`src/rtl/channel_carrier_mixer_if.sv`:
```
// rtl/channel_carrier_mixer_if.sv - sample/NCO control inputs and mixer/accumulator outputs of one channel
interface channel_carrier_mixer_if #(
  parameter int ADC_W   = 2,
  parameter int PHASE_W = 32,
  parameter int ACC_W   = 16
);
  logic                 sample_valid;
  logic [ADC_W-1:0]     adc;
  logic [PHASE_W-1:0]   freq_code;
  logic                 phase_load;
  logic [PHASE_W-1:0]   phase_init;
  logic                 dump;
  logic [PHASE_W-1:0]   phase;
  logic                 product_valid;
  logic [ADC_W+2:0]     i_product;
  logic [ADC_W+2:0]     q_product;
  logic                 acc_valid;
  logic [ACC_W-1:0]     i_acc;
  logic [ACC_W-1:0]     q_acc;
  logic                 acc_ovf;

  modport master (
    output sample_valid, adc, freq_code, phase_load, phase_init, dump,
    input  phase, product_valid, i_product, q_product, acc_valid, i_acc, q_acc, acc_ovf
  );

  modport slave (
    input  sample_valid, adc, freq_code, phase_load, phase_init, dump,
    output phase, product_valid, i_product, q_product, acc_valid, i_acc, q_acc, acc_ovf
  );
endinterface

```
`src/rtl/channel_carrier_mixer.sv`:
```
// rtl/channel_carrier_mixer.sv - carrier NCO, quarter-wave cos/sin mixer and saturating integrate-and-dump
// Assumes ADC_W >= 2 and ACC_W >= ADC_W+3 so a single product always fits the accumulator.
module channel_carrier_mixer #(
  parameter int ADC_W   = 2,
  parameter int PHASE_W = 32,
  parameter int ACC_W   = 16
) (
  input logic                  clk,
  input logic                  reset,
  channel_carrier_mixer_if.slave bus
);
  localparam int S_W   = ADC_W + 1;
  localparam int P_W   = ADC_W + 3;
  localparam int SUM_W = ACC_W + 1;

  function automatic logic signed [2:0] cos_lut(input logic [4:0] k);
    logic [2:0] idx;
    logic [1:0] mag;
    idx = k[3] ? ~k[2:0] : k[2:0];
    case (idx)
      3'd0, 3'd1, 3'd2: mag = 2'd3;
      3'd3, 3'd4:       mag = 2'd2;
      3'd5, 3'd6:       mag = 2'd1;
      default:          mag = 2'd0;
    endcase
    cos_lut = (k[4] ^ k[3]) ? -$signed({1'b0, mag}) : $signed({1'b0, mag});
  endfunction

  // Returns {clamped, value}; the sum carries one guard bit above ACC_W.
  function automatic logic [ACC_W:0] sat(input logic [SUM_W-1:0] v);
    if (v[SUM_W-1] != v[SUM_W-2])
      sat = {1'b1, v[SUM_W-1], {(ACC_W-1){~v[SUM_W-1]}}};
    else
      sat = {1'b0, v[ACC_W-1:0]};
  endfunction

  logic [PHASE_W-1:0]    phase_q, phase_d, cur_phase;
  logic signed [S_W-1:0] s0;

  logic signed [S_W-1:0] s1_q;
  logic [4:0]            k1_q;
  logic                  v1_q, d1_q;

  logic signed [2:0]     cos_v, sin_v;
  logic signed [P_W-1:0] s_ext, cos_ext, sin_ext;
  logic signed [P_W-1:0] i_prod_q, q_prod_q;
  logic                  pv_q, d2_q;

  logic [ACC_W-1:0]      ai_q, aq_q, ai_d, aq_d;
  logic                  ovf_q, ovf_d;
  logic [SUM_W-1:0]      i_sum, q_sum;
  logic [ACC_W:0]        i_sat, q_sat;

  logic [ACC_W-1:0]      i_acc_q, q_acc_q;
  logic                  acc_ovf_q, acc_valid_q;

  always_comb begin
    cur_phase = bus.phase_load ? bus.phase_init : phase_q;
    phase_d   = cur_phase + (bus.sample_valid ? bus.freq_code : '0);
    s0        = $signed({1'b0, bus.adc[ADC_W-2:0], 1'b1});
    if (bus.adc[ADC_W-1])
      s0 = -s0;
  end

  always_comb begin
    cos_v   = cos_lut(k1_q);
    sin_v   = cos_lut(k1_q - 5'd8);
    s_ext   = {{2{s1_q[S_W-1]}}, s1_q};
    cos_ext = {{(P_W-3){cos_v[2]}}, cos_v};
    sin_ext = {{(P_W-3){sin_v[2]}}, sin_v};
  end

  // A dump restarts the epoch, so the dump-cycle product adds onto zero.
  always_comb begin
    i_sum = (d2_q ? '0 : {ai_q[ACC_W-1], ai_q}) + {{(SUM_W-P_W){i_prod_q[P_W-1]}}, i_prod_q};
    q_sum = (d2_q ? '0 : {aq_q[ACC_W-1], aq_q}) + {{(SUM_W-P_W){q_prod_q[P_W-1]}}, q_prod_q};
    i_sat = sat(i_sum);
    q_sat = sat(q_sum);
    ai_d  = d2_q ? '0 : ai_q;
    aq_d  = d2_q ? '0 : aq_q;
    ovf_d = d2_q ? 1'b0 : ovf_q;
    if (pv_q) begin
      ai_d  = i_sat[ACC_W-1:0];
      aq_d  = q_sat[ACC_W-1:0];
      ovf_d = ovf_d | i_sat[ACC_W] | q_sat[ACC_W];
    end
  end

  always_ff @(posedge clk) begin
    if (reset) begin
      phase_q     <= '0;
      s1_q        <= '0;
      k1_q        <= '0;
      v1_q        <= 1'b0;
      d1_q        <= 1'b0;
      i_prod_q    <= '0;
      q_prod_q    <= '0;
      pv_q        <= 1'b0;
      d2_q        <= 1'b0;
      ai_q        <= '0;
      aq_q        <= '0;
      ovf_q       <= 1'b0;
      i_acc_q     <= '0;
      q_acc_q     <= '0;
      acc_ovf_q   <= 1'b0;
      acc_valid_q <= 1'b0;
    end else begin
      phase_q     <= phase_d;
      s1_q        <= s0;
      k1_q        <= cur_phase[PHASE_W-1 -: 5];
      v1_q        <= bus.sample_valid;
      d1_q        <= bus.dump;
      pv_q        <= v1_q;
      d2_q        <= d1_q;
      if (v1_q) begin
        i_prod_q <= s_ext * cos_ext;
        q_prod_q <= s_ext * sin_ext;
      end
      ai_q        <= ai_d;
      aq_q        <= aq_d;
      ovf_q       <= ovf_d;
      acc_valid_q <= d2_q;
      if (d2_q) begin
        i_acc_q   <= ai_q;
        q_acc_q   <= aq_q;
        acc_ovf_q <= ovf_q;
      end
    end
  end

  assign bus.phase         = phase_q;
  assign bus.product_valid = pv_q;
  assign bus.i_product     = i_prod_q;
  assign bus.q_product     = q_prod_q;
  assign bus.acc_valid     = acc_valid_q;
  assign bus.i_acc         = i_acc_q;
  assign bus.q_acc         = q_acc_q;
  assign bus.acc_ovf       = acc_ovf_q;
endmodule

```
`src/flat_wrapper.sv`:
```
// flat-port wrapper written by rule: the top's interface ports become plain ports
module channel_carrier_mixer_flat 
#(
  parameter int ADC_W   = 2,
  parameter int PHASE_W = 32,
  parameter int ACC_W   = 16
)
  (clk, reset, bus_sample_valid, bus_adc, bus_freq_code, bus_phase_load, bus_phase_init, bus_dump, bus_phase, bus_product_valid, bus_i_product, bus_q_product, bus_acc_valid, bus_i_acc, bus_q_acc, bus_acc_ovf);
  channel_carrier_mixer_if #(.ADC_W(ADC_W), .PHASE_W(PHASE_W), .ACC_W(ACC_W)) bus_i ();
  input logic clk;
  input logic reset;
  input wire logic [$bits(bus_i.sample_valid)-1:0] bus_sample_valid;
  input wire logic [$bits(bus_i.adc)-1:0] bus_adc;
  input wire logic [$bits(bus_i.freq_code)-1:0] bus_freq_code;
  input wire logic [$bits(bus_i.phase_load)-1:0] bus_phase_load;
  input wire logic [$bits(bus_i.phase_init)-1:0] bus_phase_init;
  input wire logic [$bits(bus_i.dump)-1:0] bus_dump;
  output wire logic [$bits(bus_i.phase)-1:0] bus_phase;
  output wire logic [$bits(bus_i.product_valid)-1:0] bus_product_valid;
  output wire logic [$bits(bus_i.i_product)-1:0] bus_i_product;
  output wire logic [$bits(bus_i.q_product)-1:0] bus_q_product;
  output wire logic [$bits(bus_i.acc_valid)-1:0] bus_acc_valid;
  output wire logic [$bits(bus_i.i_acc)-1:0] bus_i_acc;
  output wire logic [$bits(bus_i.q_acc)-1:0] bus_q_acc;
  output wire logic [$bits(bus_i.acc_ovf)-1:0] bus_acc_ovf;
  assign bus_i.sample_valid = bus_sample_valid;
  assign bus_i.adc = bus_adc;
  assign bus_i.freq_code = bus_freq_code;
  assign bus_i.phase_load = bus_phase_load;
  assign bus_i.phase_init = bus_phase_init;
  assign bus_i.dump = bus_dump;
  assign bus_phase = bus_i.phase;
  assign bus_product_valid = bus_i.product_valid;
  assign bus_i_product = bus_i.i_product;
  assign bus_q_product = bus_i.q_product;
  assign bus_acc_valid = bus_i.acc_valid;
  assign bus_i_acc = bus_i.i_acc;
  assign bus_q_acc = bus_i.q_acc;
  assign bus_acc_ovf = bus_i.acc_ovf;
  channel_carrier_mixer #(.ADC_W(ADC_W), .PHASE_W(PHASE_W), .ACC_W(ACC_W)) u_core (.clk(clk), .reset(reset), .bus(bus_i));
endmodule
```
`config.mk`:
```
export PLATFORM = sky130hd
export DESIGN_NAME = channel_carrier_mixer_flat
export DESIGN_NICKNAME = d
export VERILOG_FILES = /design/src/rtl/channel_carrier_mixer_if.sv /design/src/rtl/channel_carrier_mixer.sv /design/src/flat_wrapper.sv
export SDC_FILE = /design/constraint.sdc
export NUM_CORES = 1
export LEC_CHECK = 0
export ABC_AREA = 1
export ABC_CLOCK_PERIOD_IN_PS = 3140
export BUFFER_PORTS_ARGS = -buffer_cell sky130_fd_sc_hd__buf_2
export CAP_MARGIN = 20
export CORE_AREA = 3 3 151 123
export CTS_CLUSTER_SIZE = 16
export DETAILED_ROUTE_END_ITERATION = 10
export DIE_AREA = 0 0 154 126
export PLACE_DENSITY_LB_ADDON = 0.12
export SYNTH_ARGS = -nofsm -noshare
export SYNTH_HDL_FRONTEND = slang
export SYNTH_SLANG_ARGS = --single-unit
```
`constraint.sdc`:
```
create_clock -name clk -period 3.14 [get_ports clk]
set_input_delay 0.314 -clock clk [delete_from_list [all_inputs] [get_ports clk]]
set_output_delay 0.314 -clock clk [all_outputs]
set_load 0.02 [all_outputs]
```
Word-level counts from Yosys, hierarchy flattened
Cells that the tools add are included.
Widths: inputs -> output; s select.
{"block": "word_totals", "ff_bits": 121, "inputBits": 71, "out_inout_bits": 77, "elab_cells": 77}
{"block": "op_classes", "addsub": 7, "mul": 2, "eq_ne": 14, "n_mux": 18, "bitwise_logic": 9, "n_reduce_logical": 10}
{"cell": "$mux 17", "count": 4}
{"cell": "$mux 32", "count": 2}
{"cell": "$mux 16", "count": 3}
{"cell": "$add 17x17->17", "count": 2}
{"cell": "$add 32x32->32", "count": 1}
{"cell": "$eq 3x3->1 const B", "count": 6}
{"cell": "$eq 3x2->1 const B", "count": 4}
{"cell": "$mux 3", "count": 4}
{"cell": "$pmux 2 s3", "count": 2}
{"cell": "$mul 3x3->5", "count": 2}
{"cell": "$reduce_or 2->1", "count": 5}
{"cell": "$neg 2->3", "count": 3}
{"cell": "$eq 3x1->1 const B", "count": 2}
{"cell": "$logic_not 3->1", "count": 2}
{"cell": "$not 3->3", "count": 2}
{"cell": "$reduce_or 3->1", "count": 2}
{"cell": "$sub 5x4->5 const B", "count": 1}
{"cell": "$not 1->1", "count": 3}
{"cell": "$mux 1", "count": 2}
{"cell": "$mux 2", "count": 1}
{"cell": "$ne 1x1->1", "count": 2}
{"cell": "$or 1x1->1", "count": 2}
{"cell": "$reduce_bool 2->1", "count": 1}
{"cell": "$xor 1x1->1", "count": 2}

Depth between registers and ports, before layout
{"block": "logic_depth", "ltp_word": 9, "depth_mapped": 21, "depth_no_buf": 21}

Least setup slack after synthesis
No wires, ideal clock.
{"block": "synth_path", "kind": "reg-to-reg", "from": "register u_core.k1_q[3]", "to": "register u_core.q_prod_q[4], in the netlist u_core.bus.q_product[4]", "setup_time_ps": 109, "arrival_time_ps": 2892, "required_ps": 3031, "slack_ps": 139, "path_stages_with_launch": 18, "n_path_buf": 0, "synth_period_minus_slack_ps": 3001, "path_cell_list": "dfxtp_1 > xor2_1 > inv_1 > nand2_1 > nand2_1 > ha_1 > o21ai_1 > or2_2 > fa_1 > fa_1 > inv_1 > ha_1 > xnor2_1 > inv_1 > nand2_1 > nand3_1 > nand2_1 > inv_1"}
{"block": "synth_via", "elab_chain_cells": 8, "word_cells_on_any_way": 17, "classes_between": "2 x add/sub; 1 x mul; 6 x eq/ne; 3 x mux; 1 x bitwise; 4 x reduce/logical"}
{"element": "start, declared", "line_no": "channel_carrier_mixer.sv:41", "rtl": "logic [4:0] k1_q;"}
{"element": "start signal, assigned", "line_no": "channel_carrier_mixer.sv:110", "rtl": "k1_q <= cur_phase[PHASE_W-1 -: 5];"}
{"element": "$sub 5x4->5 *", "line_no": "channel_carrier_mixer.sv:67", "rtl": "sin_v = cos_lut(k1_q - 5'd8);"}
{"element": "$mux 3", "line_no": "channel_carrier_mixer.sv:19", "rtl": "idx = k[3] ? ~k[2:0] : k[2:0];"}
{"element": "$eq 3x1->1, or another cell as far along", "line_no": "channel_carrier_mixer.sv:20", "rtl": "case (idx)"}
{"element": "$reduce_or 3->1 or $reduce_or 2->1 (tied branches)", "line_no": "channel_carrier_mixer.sv:20"}
{"element": "$pmux 2 s3", "line_no": "channel_carrier_mixer.sv:20"}
{"element": "$neg 2->3", "line_no": "channel_carrier_mixer.sv:26", "rtl": "cos_lut = (k[4] ^ k[3]) ? -$signed({1'b0, mag}) : $signed({1'b0, mag});"}
{"element": "$mux 3 *", "line_no": "channel_carrier_mixer.sv:26"}
{"element": "$mul 3x3->5 *", "line_no": "channel_carrier_mixer.sv:117", "rtl": "q_prod_q <= s_ext * sin_ext;"}
{"element": "end signal, assigned", "line_no": "channel_carrier_mixer.sv:117"}
{"element": "end, declared", "line_no": "channel_carrier_mixer.sv:46", "rtl": "logic signed [P_W-1:0] i_prod_q, q_prod_q;"}
Every way passes the cells marked *; elsewhere a longest branch is shown, timed or not.
A chain may end at the register's enable or synchronous reset.

Worst setup path after layout
Ends and elaborated chain as after synthesis.

==> metrics <==
drt via density=5.13; status=completed; DP HPWL=~19,000 um; DR vias=9,160; synth unique cells=between 40 and 50; Post-synth EDFFs=0; vias in the first global route=slightly above 8,000; Post-Place Setup Slack=around 7.4 ps; Worst Skew=about 11 ps; Iteration-0 DRC Markers=669; layout cell share with drive strength beyond 1=0.187; FP Rows=43; fraction of registers with async set/reset=0; Hold Slack=around 110 ps; LEAKAGE=roughly 5.7 nW; yosys synthesis warning count=0; H-tree depth=4; boundary pin count=between 100 and 150; Hold/Removal Path Class=input pin to flop; GRT overflow=0; fin nets=around 1,700; syn avg cell area=roughly 6.4 um2; final period utilization=0.958; Critical-path top delay cell=fa_1; max incr delay on CP=approximately 490 ps; Layout area overhead=21.0%; CP endpoint kind=flop; Peak VDD IR=0.347 mV; Critical Path Start Type=flop; critical path class=flop to flop; Die Area=19,400 um2; Main synth FF type=dfxtp_1; Hold Vio Cnt, Final=0; Overall Global Routing Usage=0.251; DIE WIDTH=about 150 um; Worst EP arrival=3320 ps; most frequent cells in the layout=nand2_1 (388), inv_1 (172), a21oi_1 (147), buf_2 (147), nor2_1 (142); Pwr Density=roughly 490 nW/um2; Worst Path Buf+Inv=4; Pre-antenna DRT Iters=5; commonest non-fill, non-tap cell in the layout=nand2_1; Max Root-Sink Buffers=2; crit path max fanout=5; worst slew pin tran=approximately 760 ps; RSZ-0062 raised after global routing=true; max_slew headroom=0.494; postcts setup bufs=0; Cell Area, Synth=slightly below 9000 um2; TritonCTS buffer count=17; kind of cell adding the most delay to the critical path=adder cells; fmax=0.333 GHz; number of synthesized register bits=121; worst skew pair latency=approximately 420 ps; wire length per cell=between 10 and 15 um; clock-pin slew on the worst setup and hold paths=roughly 60 ps; Setup Viol. Count Final=0; WP data required=about 3500 ps; die extent in y=around 130 um; gp weighted congestion=between 0.9 and 1; crit-path most repeated cell=nand2_1; post-synth net total=about 1,500; final WL=roughly 25,000 um; port bufs=between 100 and 150; CTS Hold Bufs=0; Clock Sinks=around 120; Period minus WS final=between 3000 and 4000 ps; Initial Util=0.514; detailed-route DRC error count=0; DRT antenna net count=0; crit-path cells=xor2_4, inv_2, nand2_1, nand2_1, ha_1, o21ai_2, or2_4, fa_1, fa_2, inv_2, ha_4, xnor2_2, inv_1, nand2_1, nand3_1, nand2_1, inv_1; CTS Root Cell=clkbuf_16; CTS tree=done; first-pass GRT wire length=40,700 um; worst setup margin=133 ps; CORE AREA=~17,000 um2; antenna violations before repair=0; Max Cap Viol=0; sequential share of the synthesized area=0.273; ant diodes=0; largest net degree at the start of global routing=57; Final Max Slew Viols=0; gate count of the mapped netlist=about 1,400
==> cell type report <==
class	count	area, um2
Clock buffer	19	443
Clock inverter	13	200
Fill cell	1695	6530
Inverter	184	691
Multi-Input combinational cell	1044	5700
Sequential cell	121	2430
Tap cell	225	282
Timing Repair Buffer	179	992
==> cells in the mapped netlist, types with 17 or more instances <==
cell,n,area (um2)
clkbuf_1,34,128
nand3_1,46,230
xor2_1,17,149
dfxtp_1,121,2420
o21ai_1,20,100
a21oi_1,147,736
ha_1,71,888
inv_1,174,653
nor2_1,145,544
nand2_1,393,1480
o21ai_0,82,410
nand2_2,21,131
==> final timing paths <==
kind / slack (ps) / endpoint / start / cells past startpoint
worst max-delay path: 130 / u_core.bus.q_product[4] / u_core.k1_q[3] / 17
worst max register to register: 130 / u_core.bus.q_product[4] / u_core.k1_q[3] / 17
worst min-delay path: 110 / u_core.d1_q / bus_dump / 3
worst min register to register: 400 / u_core.d2_q / u_core.d1_q / 2
==> worst reg2reg max path, cell delays in order, from the launching register on <==
cell and delay (ps):
dfxtp_4 440, xor2_4 200, inv_2 60, nand2_1 60, nand2_1 60, ha_1 300, o21ai_2 70, or2_4 230
fa_1 490, fa_2 350, inv_2 70, ha_4 130, xnor2_2 120, inv_1 60, nand2_1 60, nand3_1 60
nand2_1 90, inv_1 40
==> metrics by stage <==
stage                      util  cells  cell area, um2  TNS [ps]  power, mW
after floorplan               -   1391            8870         0       2.70
after global placement    0.577   1753            9960         0       3.08
after detailed placement  0.577   1753            9960         0       3.10
after CTS                 0.614   1785           10600         0       5.26
after global routing      0.622   1785           10700      -125       5.59
final                     0.622   1785           10700         0       5.28
==> routing by layer <==
layer | up-vias | wire (um) | GRT usage
li1 | 4775 | - | -
met1 | 4068 | 12300 | 0.380
met2 | 308 | 10400 | 0.371
met3 | 9 | 1920 | 0.0577
met4 | 0 | 91 | 0.0410
met5 | - | 0 | 0
==> cells by family (layout without fill, tap and decap cells) <==
group | after synthesis | count (layout) | share of synthesized area
DFF | 121 | 121 | 0.273
xor gates and xnor gates | 31 | 31 | 0.0306
AOI/OAI and AO/OA | 295 | 295 | 0.183
buffers and inverters | 226 | 395 | 0.0987
and+or+nand+nor | 638 | 638 | 0.294
adders and majority gates | 80 | 80 | 0.120
==> power by group <==
part           internal, mW  switching [mW]
registers              1.65          0.0801
clock network          1.42           0.733
logic                 0.499           0.895
==> flip-flops by register name (all words and copies together) (netlist names) <==
signal                    flops
u_core.bus.q_acc             16
u_core.bus.acc_ovf            1
u_core.bus.product_valid      1
u_core.bus.i_product          5
u_core.bus.q_product          5
u_core.d2_q                   1
u_core.k1_q                   5
u_core.bus.phase             32
u_core.aq_q                  16
u_core.ai_q                  16
u_core.d1_q                   1
u_core.bus.i_acc             16
u_core.s1_q                   3
u_core.ovf_q                  1
u_core.v1_q                   1
u_core.bus.acc_valid          1
==> repair_timing <==
item | 4_1_cts | 5_1_grt
hold endpoints to repair | 0 | 0
pin swaps | 0 | 7
endpoints found under the setup margin | 1 | 4
gates resized for setup | 1 | 29
(Power assumes the default switching activity.)
